[config.mk]
export PLATFORM = sky130hd
export DESIGN_NAME = gravador_sequencia
export DESIGN_NICKNAME = d
export VERILOG_FILES = /design/src/rtl/gravador_sequencia.sv
export SDC_FILE = /design/constraint.sdc
export NUM_CORES = 1
export LEC_CHECK = 0
export ABC_AREA = 1
export CAP_MARGIN = 30
export CORE_ASPECT_RATIO = 0.5
export CORE_MARGIN = 2
export CORE_UTILIZATION = 62
export CTS_CLUSTER_SIZE = 10
export DETAILED_ROUTE_END_ITERATION = 12
export PLACE_DENSITY = 0.82
export SETUP_SLACK_MARGIN = 0.5
export SYNTH_ARGS = -nofsm -noshare
export SYNTH_HDL_FRONTEND = slang
export SYNTH_SLANG_ARGS = --single-unit
export TNS_END_PERCENT = 50
[constraint.sdc]
create_clock -name clock -period 4.28 [get_ports clock]
set_input_delay 0.642 -clock clock [delete_from_list [all_inputs] [get_ports clock]]
set_output_delay 0.642 -clock clock [all_outputs]
set_load 0.005 [all_outputs]
[src/rtl/gravador_sequencia.sv]
// ============================================================================
// gravador_sequencia
// ----------------------------------------------------------------------------
// Sequence recorder. After `iniciar`, every switch press (`chaves` going from
// 0000 to non-zero) is stored in a 16x4 RAM at the current position, and the
// position counter then advances. When the last position has been written,
// `pronto` pulses for one cycle and the FSM returns to idle. The playback /
// compare circuit reads the recorded sequence back through `le_endereco` /
// `le_dado`. The debug outputs are raw 4-bit values. The top level drives the
// 7-segment displays through hexa7seg.
//
// Parameters:
//   N_POS        positions recorded per session (1..16), default 16
//
// Ports:
//   clock        in   system clock, rising edge
//   reset        in   asynchronous, active-high reset
//   iniciar      in   start a recording session (honoured only in INICIAL)
//   chaves[3:0]  in   switch inputs; a press is a 0000 -> non-zero transition
//   le_endereco  in   readback address
//   le_dado      out  RAM[le_endereco], combinational read
//   gravando     out  high while a session is in progress
//   pronto       out  one-cycle pulse when the session completes
//   db_invalida  out  one-cycle pulse when a press is rejected
//   db_contagem  out  current position counter
//   db_jogada    out  jogada register contents
//   db_estado    out  FSM state code
//
// Optional feature (macro GRAVADOR_ONEHOT_CHECK_EN):
//   When the macro is defined, a press in ESPERA whose value is not one-hot is
//   rejected. The FSM stays in ESPERA, nothing is written, and db_invalida
//   pulses. When the macro is undefined, any non-zero value is recorded and
//   db_invalida is tied to 0.
// ============================================================================
module gravador_sequencia #(
    parameter int N_POS = 16
) (
    input  logic       clock,
    input  logic       reset,
    input  logic       iniciar,
    input  logic [3:0] chaves,
    input  logic [3:0] le_endereco,
    output logic [3:0] le_dado,
    output logic       gravando,
    output logic       pronto,
    output logic       db_invalida,
    output logic [3:0] db_contagem,
    output logic [3:0] db_jogada,
    output logic [3:0] db_estado
);

    // State codes are visible on db_estado, so the encoding is fixed.
    typedef enum logic [3:0] {
        INICIAL   = 4'h0,
        PREPARADO = 4'h1,
        ESPERA    = 4'h2,
        REGISTRA  = 4'h3,
        GRAVA     = 4'h4,
        PROXIMO   = 4'h5,
        FIM       = 4'hF
    } estado_t;

    // Counter value at which the last position is being written.
    localparam logic [3:0] ULTIMA_POS = 4'(N_POS - 1);

    estado_t    r_estado;
    estado_t    w_proximo_estado;

    logic [3:0] r_chaves_r;     // chaves, registered every cycle
    logic [3:0] r_chaves_p;     // r_chaves_r delayed by one cycle
    logic [3:0] r_jogada;
    logic [3:0] r_contagem;
    logic [3:0] r_mem [0:15];

    logic       w_press;
    logic       w_fim_c;
    logic       w_valida;
    logic       w_zera;
    logic       w_conta;
    logic       w_registra;
    logic       w_grava;
    logic       w_pronto;
    logic       w_gravando;
    logic       w_invalida;

    // ------------------------------------------------------------------
    // Press detection: a rising edge from 0000 to non-zero on the
    // registered switches. While the switches are held, r_chaves_p stays
    // non-zero, so a held press yields exactly one detection.
    // ------------------------------------------------------------------
    assign w_press = (r_chaves_r != 4'd0) && (r_chaves_p == 4'd0);
    assign w_fim_c = (r_contagem == ULTIMA_POS);

`ifdef GRAVADOR_ONEHOT_CHECK_EN
    // Exactly one switch active: non-zero, and clearing the lowest set bit
    // leaves zero.
    assign w_valida = (r_chaves_r != 4'd0) &&
                      ((r_chaves_r & (r_chaves_r - 4'd1)) == 4'd0);
`else
    assign w_valida = 1'b1;
`endif

    // ------------------------------------------------------------------
    // FSM state register
    // ------------------------------------------------------------------
    // NOTE: sequential state uses non-blocking (<=) so every flop samples
    // pre-edge values regardless of process ordering.
    always_ff @(posedge clock or posedge reset) begin
        if (reset) begin
            r_estado <= INICIAL;
        end else begin
            r_estado <= w_proximo_estado;
        end
    end

    // ------------------------------------------------------------------
    // FSM next-state and control decode
    // ------------------------------------------------------------------
    // NOTE: every output of this block gets a default before the case, so
    // no path leaves a variable unassigned and no latch is inferred.
    always_comb begin
        w_proximo_estado = r_estado;
        w_zera           = 1'b0;
        w_conta          = 1'b0;
        w_registra       = 1'b0;
        w_grava          = 1'b0;
        w_pronto         = 1'b0;
        w_gravando       = 1'b0;
        w_invalida       = 1'b0;

        case (r_estado)
            INICIAL: begin
                if (iniciar) begin
                    w_proximo_estado = PREPARADO;
                end
            end
            PREPARADO: begin
                w_gravando       = 1'b1;
                w_zera           = 1'b1;
                w_proximo_estado = ESPERA;
            end
            ESPERA: begin
                w_gravando = 1'b1;
                if (w_press) begin
                    if (w_valida) begin
                        w_proximo_estado = REGISTRA;
                    end else begin
                        // Rejected press: stay here. The one-cycle press
                        // pulse makes this a one-cycle flag.
                        w_invalida = 1'b1;
                    end
                end
            end
            REGISTRA: begin
                w_gravando       = 1'b1;
                w_registra       = 1'b1;
                w_proximo_estado = GRAVA;
            end
            GRAVA: begin
                w_gravando       = 1'b1;
                w_grava          = 1'b1;
                w_proximo_estado = w_fim_c ? FIM : PROXIMO;
            end
            PROXIMO: begin
                w_gravando       = 1'b1;
                w_conta          = 1'b1;
                w_proximo_estado = ESPERA;
            end
            FIM: begin
                w_pronto         = 1'b1;
                w_proximo_estado = INICIAL;
            end
            default: begin
                w_proximo_estado = INICIAL;
            end
        endcase
    end

    // ------------------------------------------------------------------
    // Datapath registers
    // ------------------------------------------------------------------
    always_ff @(posedge clock or posedge reset) begin
        if (reset) begin
            r_chaves_r <= 4'd0;
            r_chaves_p <= 4'd0;
        end else begin
            r_chaves_r <= chaves;
            r_chaves_p <= r_chaves_r;
        end
    end

    always_ff @(posedge clock or posedge reset) begin
        if (reset) begin
            r_jogada <= 4'd0;
        end else if (w_zera) begin
            r_jogada <= 4'd0;
        end else if (w_registra) begin
            r_jogada <= r_chaves_r;
        end
    end

    // The counter is cleared only in PREPARADO. Because N_POS <= 16, the
    // last increment happens at position N_POS-2, so it cannot wrap.
    always_ff @(posedge clock or posedge reset) begin
        if (reset) begin
            r_contagem <= 4'd0;
        end else if (w_zera) begin
            r_contagem <= 4'd0;
        end else if (w_conta) begin
            r_contagem <= r_contagem + 4'd1;
        end
    end

    // ------------------------------------------------------------------
    // Sequence RAM
    // ------------------------------------------------------------------
    // NOTE: the RAM has no reset. Recorded sequences must survive reset,
    // and a memory without a reset maps onto plain RAM cells. A reset
    // during GRAVA forces the state to INICIAL before the next edge, so the
    // interrupted write is simply not performed.
    always_ff @(posedge clock) begin
        if (w_grava) begin
            r_mem[r_contagem] <= r_jogada;
        end
    end

    assign le_dado = r_mem[le_endereco];

    // ------------------------------------------------------------------
    // Outputs
    // ------------------------------------------------------------------
    assign gravando    = w_gravando;
    assign pronto      = w_pronto;
    assign db_invalida = w_invalida;
    assign db_contagem = r_contagem;
    assign db_jogada   = r_jogada;
    assign db_estado   = r_estado;

endmodule
==> flow_summary.ini <==
[final_layout]
drive_above_1_share_pct = 5.75
final_common_cell = nand2_1
layout_common_cells = nand2_1 (97), edfxtp_1 (64), inv_1 (63)
stdcell_count = 473
nNetsFinal = 410
syn_to_final_growth_pct = 15.4
antenna_cells = 0

[pwr]
p_per_area_nw_per_um2 = 511
ir_drop_mv = 0.306
p_leak_nw = 1.89

[synthesis]
ys_seq_area_share_pct = 65.4
synth_top_area_share_pct = 51.9
synth_fp_nets = 382
ys_ff_latch = 84
asyncSetResetFlopFracSynth_pct = 23.8
synth_largest_area_cell = edfxtp_1
synth_area_leaders = edfxtp_1 (52%), dfrtp_1 (14%), nand2_1 (9.8%)
synth_ff_type = edfxtp_1
synth_area_per_cell_um2 = 10.1
yosysUniqueCellTypes = 20
syn-instance-count = 367
yosys_warnings = 0
netlist_area_um2 = 3700
synth_edf_count = 64

[sta]
max_freq_ghz = 0.293
tightest_slew_ps = 725
slew_violations = 0
setup_tns_ps = 0
hold_viol = 0
min_period_ps = 3420
fin_skew_ps = 7.38
finalSetupViolations = 0
period_share_pct = 79.9
whs_ps = 378
rsz0062_at_grt = false
relSlewSlack_pct = 51.6

[run]
maxCapViolCount = 0

[route]
drcViolationCount = 0
ant_nets = 0
drt_iter0_drc = 241
vias = 2648
wl_per_cell_um = 16.7
drt_pass1_iterations = 5
drt_wl_total_mm = 7.89
avgViaCountPerCell = 5.60

[global_routing]
grt_overflow_total = 0
grt.total_usage_pct = 25.8
antenna_found_initial = 0
grt_max_degree = 33
grt_pass1_vias = 2539
grt_pass1_wl_mm = 12.6

[die]
initial_core_util_pct = 66.0
coreArea_um2 = 5610
fp.dieW_um = 113
num_rows = 19
dieArea_um2 = 6640
die_h_um = 58.6
pin_count = 30

[critical_path]
cp-start-kind = primary input
crit_type = primary input to output port
worstPathRequired_ps = 3640
crit_path_max_fanout = 17
crit_path_end_kind = output port
arrival_ps = 2780

[clocking]
insertion_delay_ps = 340
cts_hold_buf = 0
clkTransAtPathRegs_ps = 70
post_cts_resized = 0
clock_path_buffers = 2
cts_max_level = 3
cts_sinks = 84
cts_setup_buffers = 0
cts-buffers-inserted = 9
root_buffer = clkbuf_16
cts_tree = built

[status]
outcome = finished clean

[placement]
dp_hpwl_mm = 5.17
gp_routability_congestion = 1.01
port_buffers = 28
place_inst = 457

[min_path]
min_path_type = register to register
-- stage by stage --
stage | total power [W] | cell area [um2] | setup WS (ps) | utilization [%]
after CTS | 0.00219 | 4270 | 900 | 76.2
after floorplan | 0.00125 | 3700 | 2390 | -
after global routing | 0.00226 | 4270 | 775 | 76.2
final | 0.00218 | 4270 | 861 | 76.2
after detailed placement | 0.00143 | 3970 | 906 | 70.8
after global placement | 0.00142 | 3970 | 993 | 70.8
-- worst max-delay path: stages --
cell,delay (ps)
clkdlybuf4s50_1,760
inv_2,420
nand3_1,130
nand3_1,100
nand3_1,120
nand2_1,100
clkdlybuf4s50_1,500
-- kinds of logic after synthesis --
group           count (synthesis)  share of synthesized area, %
compound gates                 13                          1.86
xor+xnor                        2                         0.473
fa+ha+maj                       4                          1.35
buf+inv                        79                          9.83
flops                          84                          65.4
other cells                     1                         0.101
simple gates                  184                          21.0
-- routing by layer --
| metal | share of wire [%] | global-route usage, % | vias up |
|---|---|---|---|
| met2 | 45 | 40.6 | 140 |
| met4 | 1.1 | 7.32 | 0 |
| li1 | - | - | 1232 |
| met3 | 10 | 8.96 | 12 |
| met1 | 43 | 35.2 | 1264 |
| met5 | 0 | 0 | - |
-- power breakdown --
part           internal [W]  switching (W)
Sequential          0.00100       0.000124
Clock              0.000438       0.000323
Combinational      0.000136       0.000159
-- Yosys cell counts (2+ instances only) --
library cell	count
nand2_1	97
edfxtp_1	64
inv_1	63
nand3_1	56
nor2_1	25
dfrtp_1	20
o21ai_0	12
buf_6	6
buf_4	4
ha_1	4
inv_2	3
nand4_1	3
buf_2	2
xor2_1	2
-- area by class of cell --
cell class              instances  area [um2]
multi-input cells             204         916
fillers                       352        1340
repair buffers                 29         288
clock buffers                  10         250
inverters                      67         256
clock inverters                 6        48.8
well taps                      73        91.3
flip-flops and latches         84        2420
-- flip-flops by register name, summed over array words and instances, names as in the netlist --
register and cells:
r_chaves_p 4, db_estado 4, db_jogada 4, db_contagem 4, r_mem 64, r_chaves_r 4
-- final timing paths --
kind	cells past startpoint	slack, ps	start	end
max	7	860	le_endereco[1]	le_dado[1]
max reg2reg	5	2450	db_estado[0]$_DFFE_PP0P_	r_mem[1][1]$_DFFE_PP_
min in group asynchronous	2	740	reset	db_estado[0]$_DFFE_PP0P_
max in group asynchronous	2	3090	reset	db_jogada[2]$_DFFE_PP0P_
min	0	380	r_chaves_r[1]$_DFF_PP0_	r_chaves_p[1]$_DFF_PP0_
min reg2reg	0	380	r_chaves_r[1]$_DFF_PP0_	r_chaves_p[1]$_DFF_PP0_
Note: power is estimated with default switching activity, not from simulation.
